<file path="src/rtl/encoder_4_to_2_seq_if.sv">
`default_nettype none
// ============================================================================
// Module  : encoder_4_to_2_seq_if
// Brief   : Request capture and encoded-index handshake bundle for the
//           registered priority encoder.
// Revision: 1.0 - initial release
// ============================================================================
interface encoder_4_to_2_seq_if #(
    parameter int N_REQ = 4,
    parameter int IDX_W = 2
);
    logic             en;
    logic [N_REQ-1:0] req;
    logic             out_ready;
    logic [IDX_W-1:0] y;
    logic             out_valid;
    logic             any;
    logic             ovf;

    // The encoder is the master of the encoded-index stream.
    modport master (
        input  en,
        input  req,
        input  out_ready,
        output y,
        output out_valid,
        output any,
        output ovf
    );

    modport slave (
        output en,
        output req,
        output out_ready,
        input  y,
        input  out_valid,
        input  any,
        input  ovf
    );
endinterface
`default_nettype wire

</file>
<file path="src/rtl/encoder_4_to_2_seq.sv">
`default_nettype none
// ============================================================================
// Module  : encoder_4_to_2_seq
// Brief   : Registered priority encoder; accumulates request pulses and
//           presents the highest pending index over a valid/ready handshake.
// Revision: 1.0 - initial release
// ============================================================================
module encoder_4_to_2_seq #(
    parameter int N_REQ = 4,
    parameter int IDX_W = 2
) (
    input  wire logic              clk,
    input  wire logic              rst,
    encoder_4_to_2_seq_if.master   bus
);

    typedef enum logic [0:0] {
        S_IDLE  = 1'b0,
        S_VALID = 1'b1
    } state_t;

    state_t           r_state;
    logic [N_REQ-1:0] r_pending;
    logic [IDX_W-1:0] r_y;
    logic             r_valid;
    logic             r_any;
    logic             r_ovf;

    logic             w_acc;
    logic [N_REQ-1:0] w_clr;
    logic [N_REQ-1:0] w_cap;
    logic [N_REQ-1:0] w_pnext;
    logic [IDX_W-1:0] w_pri;
    logic             w_ovf_hit;

    assign w_acc     = r_valid & bus.out_ready;
    assign w_clr     = w_acc ? (N_REQ'(1) << r_y) : '0;
    assign w_cap     = bus.en ? bus.req : '0;
    assign w_pnext   = (r_pending & ~w_clr) | w_cap;
    // A bit being retired by this accept may be re-requested without overflow.
    assign w_ovf_hit = |(w_cap & r_pending & ~w_clr);

    // Ascending scan so the highest set index is the last to assign.
    always_comb begin
        w_pri = '0;
        for (int i = 0; i < N_REQ; i++) begin
            if (w_pnext[i]) begin
                w_pri = IDX_W'(i);
            end
        end
    end

    always_ff @(posedge clk) begin
        if (rst) begin
            r_state   <= S_IDLE;
            r_pending <= '0;
            r_y       <= '0;
            r_valid   <= 1'b0;
            r_any     <= 1'b0;
            r_ovf     <= 1'b0;
        end else begin
            r_pending <= w_pnext;
            r_any     <= |w_pnext;
            r_ovf     <= r_ovf | w_ovf_hit;
            case (r_state)
                S_IDLE: begin
                    if (|w_pnext) begin
                        r_y     <= w_pri;
                        r_valid <= 1'b1;
                        r_state <= S_VALID;
                    end
                end
                S_VALID: begin
                    // y is frozen until the consumer takes it.
                    if (w_acc) begin
                        if (|w_pnext) begin
                            r_y <= w_pri;
                        end else begin
                            r_valid <= 1'b0;
                            r_state <= S_IDLE;
                        end
                    end
                end
                default: begin
                    r_state <= S_IDLE;
                    r_valid <= 1'b0;
                end
            endcase
        end
    end

    assign bus.y         = r_y;
    assign bus.out_valid = r_valid;
    assign bus.any       = r_any;
    assign bus.ovf       = r_ovf;

endmodule
`default_nettype wire

</file>
<file path="src/flat_wrapper.sv">
// flat-port wrapper written by rule: the top's interface ports become plain ports
module encoder_4_to_2_seq_flat 
#(
    parameter int N_REQ = 4,
    parameter int IDX_W = 2
)
  (clk, rst, bus_en, bus_req, bus_out_ready, bus_y, bus_out_valid, bus_any, bus_ovf);
  encoder_4_to_2_seq_if #(.N_REQ(N_REQ), .IDX_W(IDX_W)) bus_i ();
  input  wire logic clk;
  input  wire logic rst;
  input wire logic [$bits(bus_i.en)-1:0] bus_en;
  input wire logic [$bits(bus_i.req)-1:0] bus_req;
  input wire logic [$bits(bus_i.out_ready)-1:0] bus_out_ready;
  output wire logic [$bits(bus_i.y)-1:0] bus_y;
  output wire logic [$bits(bus_i.out_valid)-1:0] bus_out_valid;
  output wire logic [$bits(bus_i.any)-1:0] bus_any;
  output wire logic [$bits(bus_i.ovf)-1:0] bus_ovf;
  assign bus_i.en = bus_en;
  assign bus_i.req = bus_req;
  assign bus_i.out_ready = bus_out_ready;
  assign bus_y = bus_i.y;
  assign bus_out_valid = bus_i.out_valid;
  assign bus_any = bus_i.any;
  assign bus_ovf = bus_i.ovf;
  encoder_4_to_2_seq #(.N_REQ(N_REQ), .IDX_W(IDX_W)) u_core (.clk(clk), .rst(rst), .bus(bus_i));
endmodule
</file>
<file path="config.mk">
export PLATFORM = sky130hd
export DESIGN_NAME = encoder_4_to_2_seq_flat
export DESIGN_NICKNAME = d
export VERILOG_FILES = /design/src/rtl/encoder_4_to_2_seq_if.sv /design/src/rtl/encoder_4_to_2_seq.sv /design/src/flat_wrapper.sv
export SDC_FILE = /design/constraint.sdc
export NUM_CORES = 1
export LEC_CHECK = 0
export ABC_CLOCK_PERIOD_IN_PS = 1200
export BUFFER_PORTS_ARGS = -buffer_cell sky130_fd_sc_hd__buf_2
export CORE_AREA = 3 3 40 42
export DETAILED_ROUTE_END_ITERATION = 7
export DIE_AREA = 0 0 43 45
export PLACE_DENSITY = 0.55
export SYNTH_ARGS = -nofsm -noshare
export SYNTH_HDL_FRONTEND = slang
export SYNTH_SLANG_ARGS = --single-unit
</file>
<file path="constraint.sdc">
create_clock -name clk -period 1.2 [get_ports clk]
set_input_delay 0.06 -clock clk [delete_from_list [all_inputs] [get_ports clk]]
set_output_delay 0.06 -clock clk [all_outputs]
set_load 0.005 [all_outputs]
</file>
; Yosys cells after proc, flatten, opt, wreduce, memory -nomap -nowiden
; Index checks and enable logic that the tools add are counted.
[totals]
register_bits = 10
latchBits = 0
ramBits = 0
rom_bits = 0
mem_count = 0
[classes]
addsub = 0
mul = 0
div_mod_pow = 0
n_lt_le_gt_ge = 0
eq_ne = 3
n_shift = 1
n_mux = 15
n_bitwise = 8
reduce_logical = 3
[op_table]
columns = operator, count
row1 = AND 4 bit, 3
row2 = two-way mux 2 bit, 4
row3 = two-way mux 4 bit, 2
row4 = OR reduction 4 bit, 2
row5 = two-way mux 1 bit, 6
row6 = inequality test 2 bit (second input constant), 2
row7 = NOT 4 bit, 1
row8 = OR 4 bit, 1
row9 = one-hot mux 1 bit (2 select lines), 2
row10 = one-hot mux 2 bit (2 select lines), 1
row11 = << shifter 1 x 2 -> 4 bit (first input constant), 1
row12 = AND reduction 3 bit, 1
row13 = inequality test 2 x 1 -> 1 bit (second input constant), 1
row14 = AND 1 bit, 1
row15 = NOT 1 bit, 1
row16 = OR 1 bit, 1

; Logic depth before layout (Yosys ltp)
; Gate-level depths: netlist (run 1).
[depth]
word_depth = 11
mapped_depth = 5
ltp_nobuf = 5

; Worst setup path before layout (run 1)
; Ideal clock, no wire load.
[synth_timing]
path_type = register -> register
startpoint = register u_core.r_valid, in the netlist u_core.bus.out_valid
endpoint = register u_core.r_y[0], in the netlist u_core.bus.y[0]
setup_time_ns = 0.064
arrival_time_ns = 1.205
t_required_ns = 1.136
setup_slack_ns = -0.068
stages_incl_launch_ff = 6
path_buffers = 0
period_less_slack_ns = 1.268
path_cell_list = dfxtp_1 -> nand4b_1 -> a22oi_2 -> nand4_2 -> a41o_1 -> nor2_1
[synth_between]
elab_chain_cells = 11
[synth_lines]
columns = element, line
row1 = start: declaration, encoder_4_to_2_seq.sv:25  ; logic r_valid;
row2 = start signal: assignment, encoder_4_to_2_seq.sv:58  ; r_valid <= 1'b0;
row3 = start signal: assignment, encoder_4_to_2_seq.sv:69  ; r_valid <= 1'b1;
row4 = start signal: assignment, encoder_4_to_2_seq.sv:79  ; r_valid <= 1'b0;
row5 = AND 1 bit (*), encoder_4_to_2_seq.sv:36  ; assign w_acc = r_valid & bus.out_ready;
row6 = two-way mux 4 bit, encoder_4_to_2_seq.sv:37  ; assign w_clr = w_acc ? (N_REQ'(1) << r_y) : '0;
row7 = NOT 4 bit, encoder_4_to_2_seq.sv:39  ; assign w_pnext = (r_pending & ~w_clr) | w_cap;
row8 = AND 4 bit, encoder_4_to_2_seq.sv:39
row9 = OR 4 bit, encoder_4_to_2_seq.sv:39
row10 = two-way mux 1 bit, encoder_4_to_2_seq.sv:47  ; if (w_pnext[i]) begin
row11 = two-way mux 2 bit (2 in a row), encoder_4_to_2_seq.sv:47
row12 = two-way mux 2 bit, "encoder_4_to_2_seq.sv:67, encoder_4_to_2_seq.sv:76"
row13 = two-way mux 2 bit, encoder_4_to_2_seq.sv:75  ; if (w_acc) begin
row14 = one-hot mux 2 bit (2 select lines), encoder_4_to_2_seq.sv:65  ; case (r_state)
row15 = end signal: assignment, encoder_4_to_2_seq.sv:68  ; r_y <= w_pri;
row16 = end signal: assignment, encoder_4_to_2_seq.sv:77  ; r_y <= w_pri;
row17 = end: declaration, encoder_4_to_2_seq.sv:24  ; logic [IDX_W-1:0] r_y;
; Every way passes the cells marked *; elsewhere a longest branch is shown, timed or not. The select of a mux whose other input is x is not followed.
; A chain may end at the register's enable or synchronous reset.

; Final worst setup path (run 1)
[layout_timing]
startpoint = register u_core.r_y[1], in the netlist u_core.bus.y[1]
endpoint = register u_core.r_y[0], in the netlist u_core.bus.y[0]
[layout_between]
elab_chain_cells = 11
[layout_lines]
columns = element, line
row1 = << shifter 1 x 2 -> 4 bit (*), encoder_4_to_2_seq.sv:37
row2 = two-way mux 4 bit (*), encoder_4_to_2_seq.sv:37
row3 = NOT 4 bit (*), encoder_4_to_2_seq.sv:39
row4 = AND 4 bit (*), encoder_4_to_2_seq.sv:39
row5 = OR 4 bit (*), encoder_4_to_2_seq.sv:39
row6 = two-way mux 1 bit, encoder_4_to_2_seq.sv:47
row7 = two-way mux 2 bit (2 in a row), encoder_4_to_2_seq.sv:47
row8 = two-way mux 2 bit (*), "encoder_4_to_2_seq.sv:67, encoder_4_to_2_seq.sv:76"
row9 = two-way mux 2 bit, encoder_4_to_2_seq.sv:75
row10 = one-hot mux 2 bit (2 select lines) (*), encoder_4_to_2_seq.sv:65
; Marks and branches as above.

==> results of run 1 <==
==> sequential cells by signal (all words and copies together) (netlist names) <==
name,count
u_core.bus.any,1
u_core.bus.out_valid,1
u_core.bus.ovf,1
u_core.bus.y,2
u_core.r_pending,4
u_core.r_state,1
==> power by group through the flow <==
stage | Clock, mW | Sequential (mW) | Combinational, mW
floorplan | 0 | 0.397 | 0.0863
global placement | 0 | 0.396 | 0.175
detailed placement | 0 | 0.397 | 0.176
CTS | 0.234 | 0.389 | 0.187
global route | 0.252 | 0.393 | 0.207
finish | 0.222 | 0.389 | 0.184
==> placed cells by master, fill, tap and decap left out <==
cell type | netlist | routed
buf_4 | 0 | 8
a21oi_2 | 0 | 2
a41o_1 | 1 | 1
a22oi_2 | 4 | 4
nor2_1 | 9 | 8
clkbuf_4 | 0 | 3
dfxtp_2 | 0 | 2
inv_1 | 2 | 2
a21bo_2 | 1 | 1
nand4_1 | 1 | 1
a41oi_1 | 1 | 1
dfxtp_1 | 10 | 7
buf_2 | 0 | 12
nand2_1 | 5 | 5
nand4b_1 | 2 | 2
nand2b_1 | 1 | 1
nand4bb_1 | 1 | 1
a311oi_1 | 1 | 1
dfxtp_4 | 0 | 1
nor2_2 | 0 | 1
a21oi_1 | 4 | 2
nand4_2 | 1 | 1
nand3_1 | 4 | 4
==> metrics by stage <==
stage / hold slack (ns) / TNS (ns)
finish: 0.0788 / -0.455
global route: 0.0843 / -1.13
CTS: 0.0720 / -0.441
detailed placement: 0.356 / -0.486
global placement: 0.345 / -0.511
floorplan: 0.169 / -0.00418
==> worst max-delay path, delay by kind of cell (launching register included) <==
kind	cells	cell delay, ns
and+or+nand+nor	3	0.45
DFF	1	0.34
AOI/OAI and AO/OA	2	0.46
==> layout make-up <==
class,instances,area (um^2),share of cell area [%]
clock buffers,3,22.5,3.64
inverters,2,7.51,1.21
repair buffers,20,120,19.4
flip-flops and latches,10,206,33.3
well taps,15,18.8,3.03
multi-input cells,36,244,39.4
==> worst max-delay path by stage <==
stage | startpoint | to | slack, ns | cells after the start
6_report | u_core.bus.y[1] | u_core.bus.y[0] | -0.12 | 5
5_1_grt | u_core.bus.y[1] | u_core.bus.y[0] | -0.25 | 5
4_1_cts | u_core.bus.y[1] | u_core.bus.y[1] | -0.13 | 5
3_5_place_dp | u_core.bus.out_valid | u_core.bus.out_valid | -0.12 | 5
3_3_place_gp | u_core.bus.out_valid | u_core.bus.out_valid | -0.13 | 5
2_1_floorplan | u_core.bus.y[0] | u_core.bus.out_valid | -0.004 | 5
==> cells by family after synthesis <==
kind of cell	Yosys count	share of synthesized area, %
flops	10	44.8
simple gates	24	28.3
buf+inv	3	2.80
compound gates	12	24.1
==> metal layers <==
| metal | vias up | global-route usage, % |
|---|---|---|
| li1 | 225 | - |
| met1 | 192 | 15.3 |
| met2 | 13 | 18.6 |
| met3 | 2 | 5.98 |
| met4 | 0 | 3.61 |
| met5 | - | 0 |
==> what timing repair did <==
action	CTS	global route
pin swaps	5	0
endpoints found under the setup margin	5	6
hold buffers	0	0
buffers inserted	1	0
resized for setup	2	2
==> metrics.txt, run 1 <==
Worst path slowest cell=dfxtp_2; Hold Path Stages=2; count of pins over their slew limit=0; R2R cell count=5; CP Launch Type=flip-flop; final wirelength=1020 um; number of global-route vias before repair=403; HP Start=bus_out_ready; HPWL Detailed=774 um; synthesized cell area=447 um^2; Total GRT Usage=12.2%; Final nets=81; Area Growth Syn to Fin=38.7%; met1 WL=511 um; Starting Density=34.8%; worst setup margin=-0.119 ns; DRC=0; slowest stage delay, CP=0.34 ns; MaxCap Viol Count=0; Required @ worst endpoint=1.40 ns; DR WL/cell=11.9 um; Max Clk Rate=0.758 GHz; share of cells above drive strength 1=49.3%; power share of the combinational group=23.2%; DIE HEIGHT=45 um; clock buffers created by TritonCTS=3; Final Util=48.2%; post-route cell area=619 um^2; final hold vios=0; count leader, synth=dfxtp_1; Met2 Wirelength=430 um; Synth area leader=dfxtp_1; core area=0.00128 mm^2; design internal power=0.578 mW; Inst Count DP=83; VDD IR max=0.671 mV; Vias=432; Netlist cell types=17; Max Used Layer=met4; failing checks=negative setup slack; first-pass GRT wire length=1710 um; Reg power frac=48.9%; Root Buffer=clkbuf_4; Vias/cell=5.02; Cells after Synth=49; Lkg Pwr=0.272 nW; Psw=0.217 mW; worst relative slew slack=82.1%; number of fill cells=135; CTS tree=built; r2r setup slk=-0.12 ns; endpoint type of the worst setup path=flip-flop; FFs w/ async S/R, synth=0%; Die Footprint=0.00194 mm^2; Antenna diodes=0; Reg2Reg Launch Point=u_core.bus.y[1]; io pins=13; CTS sink cnt=10; share of the synthesized area in the top cell type=44.8%; worst-path fanout max=5; WL met3=70 um; min cycle time layout=1.32 ns; Post-DRT Antenna Nets=0; initial antenna violation count=0; top cells by count, synth=dfxtp_1, nor2_1, nand2_1; PwrDens=1280 mW/mm^2; Net Count, Synth=57; DRT iter0 DRCs=5; # rows=13; Post-DP Area=584 um^2; syn avg cell area=9.12 um^2; Hold Path End=u_core.bus.out_valid; Worst Max-Slew Pin Slew=0.268 ns; CTS H-Tree Depth=1; final non-filler cell total=86; Power Total=0.795 mW; number of buffers added on ports=12; width of the die=43 um; Post-synth EDFFs=0; register area share after synthesis=44.8%; Ys Warns=0; dpl ws=-0.124 ns; Max Root-Sink Buffers=2; RSZ-0062 raised after global routing=yes; crit path DAT=1.52 ns; crit-path cells=nand4b_1 > a22oi_2 > nand4_2 > a41o_1 > nor2_1; hold crit path type=in -> reg; crit share post-route=110%; Worst-path clk slew=0.06 ns; skew final=0.000949 ns; largest net degree at the start of global routing=11; worst-skew pair later-pin latency=0.26 ns; reg2reg end=u_core.bus.y[0]; clock network fraction of total power=27.9%; Final Wtd Congestion=0.720; post-synthesis sequential element count=10; status=finished with violations; ys flop type=dfxtp_1; Final Setup Violations=5; largest cells by area after synthesis=dfxtp_1, a22oi_2, nor2_1; Sw Share=27.3%; GR Overflow Total=0; WS Path Type=reg -> reg; DRT Pass-1 Iters=3
Note: power is estimated with default switching activity, not from simulation.
==> run 2, diff against run 1 <==
Settings changed: MAX_ROUTING_LAYER set to met4.
==> run 2 against run 1 <==
Against the previous run: the run still ends with negative setup slack left; power is 0.34% higher; first-iteration DRC count is 20% higher; via count increased by 0.46%; clock power about the same; combinational power barely moved; routed wire length is 0.98% higher; sequential share of layout area unchanged; count of clock-buffer cells in the layout unchanged; register-to-register slack hardly changed; critical path type unchanged; highest routed layer unchanged.
==> metrics.txt, run 2 (synthesis results as in run 1) <==
Antenna diodes=0; final wirelength=1030 um; most flop-heavy register=u_core.r_pending; number of buffers added on ports=12; endpoint type of the worst setup path=flip-flop; DR WL/cell=12.0 um; number of global-route vias before repair=398; crit share post-route=110%; CTS sink cnt=10; # rows=13; Area Growth Syn to Fin=38.7%; Hold Worst Slack=0.0793 ns; crit path DAT=1.51 ns; VDD IR max=0.681 mV; clock buffers created by TritonCTS=3; Max Clk Rate=0.758 GHz; Lkg Pwr=0.272 nW; Largest register FFs=4; min cycle time layout=1.32 ns; Total GRT Usage=12.5%; worst-path fanout max=5; Root Buffer=clkbuf_4; Psw=0.220 mW; number of fill cells=135; worst-skew pair later-pin latency=0.26 ns; reg2reg end=u_core.bus.y[1]; DRT iter0 DRCs=6; GR Overflow Total=0; power share of the combinational group=23.1%; Starting Density=34.8%; status=finished with violations; CTS Hold Bufs=0; Max Root-Sink Buffers=2; Inst Count DP=83; Required @ worst endpoint=1.39 ns; MaxCap Viol Count=0; Worst-path clk slew=0.06 ns; width of the die=43 um; share of cells above drive strength 1=49.3%; DIE HEIGHT=45 um; Die Footprint=0.00194 mm^2; Final nets=81; RSZ-0062 raised after global routing=yes; commonest non-fill, non-tap cell in the layout=buf_2; failing checks=negative setup slack; io pins=13; most frequent cells in the layout=buf_2, nor2_1, buf_4; Post-DRT Antenna Nets=0; DRT Pass-1 Iters=4; DRC=0; Hold Path Stages=2; HPWL Detailed=774 um; Fin Setup TNS=-0.475 ns; Vias=434; Sw Share=27.5%; final hold vios=0; first-pass GRT wire length=1710 um; Worst Max-Slew Pin Slew=0.273 ns; largest net degree at the start of global routing=11; Final Wtd Congestion=0.729; core area=0.00128 mm^2; Post-DP Area=584 um^2; worst setup margin=-0.119 ns; Final Setup Violations=5; Final Util=48.2%; R2R cell count=5; Reg power frac=48.8%; CTS tree=built; clock network fraction of total power=28.1%; post-route cell area=619 um^2; CTS H-Tree Depth=1; r2r setup slk=-0.12 ns; PwrDens=1290 mW/mm^2; design internal power=0.578 mW; skew final=0.00291 ns; Hold Path End=u_core.bus.out_valid; Vias/cell=5.05; initial antenna violation count=0; WS Path Type=reg -> reg; HP Start=bus_out_ready; final non-filler cell total=86; count of pins over their slew limit=0; worst relative slew slack=81.8%; CP Launch Type=flip-flop; Reg2Reg Launch Point=u_core.bus.y[1]; hold crit path type=in -> reg
[run 2: cell counts in the layout (fill, tap and decap cells not counted)]
No cell type changed its count.
[run 2: what timing repair did]
item / in CTS / in global routing
setup endpoints to repair: 5 / 6
setup buffers: 1 / 0
resized for setup: 2 / 2
pin swaps: 5 / 0
[run 2: per-layer routing]
layer	up-vias	GRT usage [%]	routed length [um]
met5	-	-	0
met4	0	3.61	8
met3	2	5.98	70
met2	13	18.6	438
met1	194	15.3	514
li1	225	-	-
[run 2: how the worst max path moves through the flow]
stage,start,endpoint,cells after the start
finish,u_core.bus.y[1],u_core.bus.y[1],5
global placement,u_core.bus.out_valid,u_core.bus.out_valid,5
global route,u_core.bus.y[1],u_core.bus.y[0],5
floorplan,u_core.bus.y[0],u_core.bus.out_valid,5
CTS,u_core.bus.y[1],u_core.bus.y[1],5
detailed placement,u_core.bus.out_valid,u_core.bus.out_valid,5
[run 2: power by group through the flow]
stage | logic [mW] | registers (mW) | clock network, mW
floorplan | 0.0863 | 0.397 | 0
global placement | 0.175 | 0.396 | 0
detailed placement | 0.176 | 0.397 | 0
CTS | 0.187 | 0.389 | 0.234
global route | 0.207 | 0.393 | 0.252
finish | 0.185 | 0.389 | 0.224
[run 2: area by class of cell]
cell class / instances / area [um^2] / area share, %
clock buffer: 3 / 22.5 / 3.64
inverter: 2 / 7.51 / 1.21
multi-input combinational: 36 / 244 / 39.4
sequential: 10 / 206 / 33.3
tap: 15 / 18.8 / 3.03
timing repair buffer: 20 / 120 / 19.4
[run 2: metrics by stage]
step / power [mW] / setup WS, ns
2_1_floorplan: 0.483 / -0.00418
3_3_place_gp: 0.571 / -0.128
3_5_place_dp: 0.573 / -0.124
4_1_cts: 0.810 / -0.129
5_1_grt: 0.852 / -0.254
6_report: 0.798 / -0.119
[run 2: worst max-delay path, cell delays in order (launching register included)]
cell	delay, ns
dfxtp_2	0.34
nand4b_1	0.21
a22oi_2	0.24
nand2_1	0.13
a21bo_2	0.22
a21oi_2	0.11
==> run 3, diff against run 2 <==
Settings changed: REMOVE_ABC_BUFFERS set to 1.
==> run 3 against run 2 <==
Against the previous run: the flow still finishes with violations (negative setup slack); cell count did not move; utilization rose by 1.3 points; setup slack got worse by 0.074 ns; non-clock buffer count fell by 1; final area rose by 2.6%; flip-flop and latch count did not move; via count fell by 2.3%; highest routed layer is now met3.
==> metrics.txt, run 3 (synthesis results as in run 1) <==
clock buffers created by TritonCTS=3; worst path bufs/invs=0; # rows=13; DRT iter0 DRCs=2; CP Launch Type=flip-flop; crit share post-route=116%; number of fill cells=130; dpl ws=-0.214 ns; worst setup margin=-0.193 ns; CTS Hold Bufs=0; Max Root-Sink Buffers=2; Antenna diodes=0; failing checks=negative setup slack; first-pass GRT wire length=1780 um; Hold Worst Slack=0.0638 ns; CTS H-Tree Depth=1; DRT Pass-1 Iters=3; Vias=424; share of cells above drive strength 1=49.3%; Area Growth Syn to Fin=42.3%; skew final=0.00119 ns; Final Util=49.5%; io pins=13; slowest stage delay, CP=0.35 ns; Lkg Pwr=0.275 nW; Worst path slowest cell=dfxtp_4; Final Wtd Congestion=0.749; largest net degree at the start of global routing=11; final hold vios=0; crit path DAT=1.60 ns; Max Clk Rate=0.718 GHz; WS Path Type=reg -> reg; endpoint type of the worst setup path=flip-flop; worst-skew pair later-pin latency=0.27 ns; Worst-path clk slew=0.07 ns; PwrDens=1390 mW/mm^2; final wirelength=1100 um; Required @ worst endpoint=1.41 ns; Final Setup Violations=5; Vias/cell=4.93; min cycle time layout=1.39 ns; most frequent cells in the layout=buf_2, nor2_1, buf_4, dfxtp_1, nand2_1; HPWL Detailed=776 um; CTS sink cnt=10; Fin Setup TNS=-0.663 ns; Post-DRT Antenna Nets=0; worst-path fanout max=5; Total GRT Usage=13.1%; MaxCap Viol Count=0; status=finished with violations; VDD IR max=0.800 mV; Largest register FFs=4; Root Buffer=clkbuf_4; crit-path cells=nand4b_1 > a22oi_2 > nand4_2 > a41o_1 > nor2_1; Top delay family on crit path=compound AO/OA/AOI/OAI gates; width of the die=43 um; RSZ-0062 raised after global routing=yes; initial antenna violation count=0; number of global-route vias before repair=405; most flop-heavy register=u_core.r_pending; core area=0.00128 mm^2; hold crit path type=in -> reg; DIE HEIGHT=45 um; CTS tree=built; worst relative slew slack=81.8%; Starting Density=34.8%; commonest non-fill, non-tap cell in the layout=buf_2; number of buffers added on ports=12; Worst Max-Slew Pin Slew=0.272 ns; Final nets=80; DRC=0; GR Overflow Total=0; DR WL/cell=12.8 um; count of pins over their slew limit=0; Die Footprint=0.00194 mm^2
## run 3: final timing paths
check,from,endpoint,slack [ns],depth (start not counted)
max,u_core.bus.y[0],u_core.bus.y[0],-0.19,5
min,bus_out_ready,u_core.bus.out_valid,0.06,2
max reg2reg,u_core.bus.y[0],u_core.bus.y[0],-0.19,5
min reg2reg,u_core.r_state,u_core.bus.out_valid,0.47,1
## run 3: through the flow
stage | cell area [um^2] | std cells | power (mW)
after floorplan | 442 | 48 | 0.476
after global placement | 558 | 80 | 0.561
after detailed placement | 558 | 80 | 0.561
after CTS | 616 | 86 | 0.888
after global routing | 636 | 86 | 0.937
final | 636 | 86 | 0.886
## run 3: layout make-up
cell class,instances,area (um^2),area share [%]
clock buffers,4,36.3,5.71
repair buffers,19,113,17.7
multi-input cells,36,254,40.0
flip-flops and latches,10,206,32.5
inverters,2,7.51,1.18
well taps,15,18.8,2.95
## run 3: per-layer routing
metal / share of wire [%] / GRT usage, %
met1: 49 / 15.3
met2: 44 / 20.1
met3: 7.5 / 7.57
met4: 0 / 1.81
met5: 0 / -
## run 3: repair_timing
action                     in CTS  in global routing
setup endpoints to repair       5                  6
buffers inserted                2                  1
resized for setup               4                  4
pin swaps                       3                  4
## run 3: report_power, final
| group | switching, mW | internal, mW | total, mW |
|---|---|---|---|
| clock network | 0.129 | 0.184 | 0.313 |
| registers | 0.0237 | 0.365 | 0.389 |
| logic | 0.0891 | 0.0945 | 0.184 |
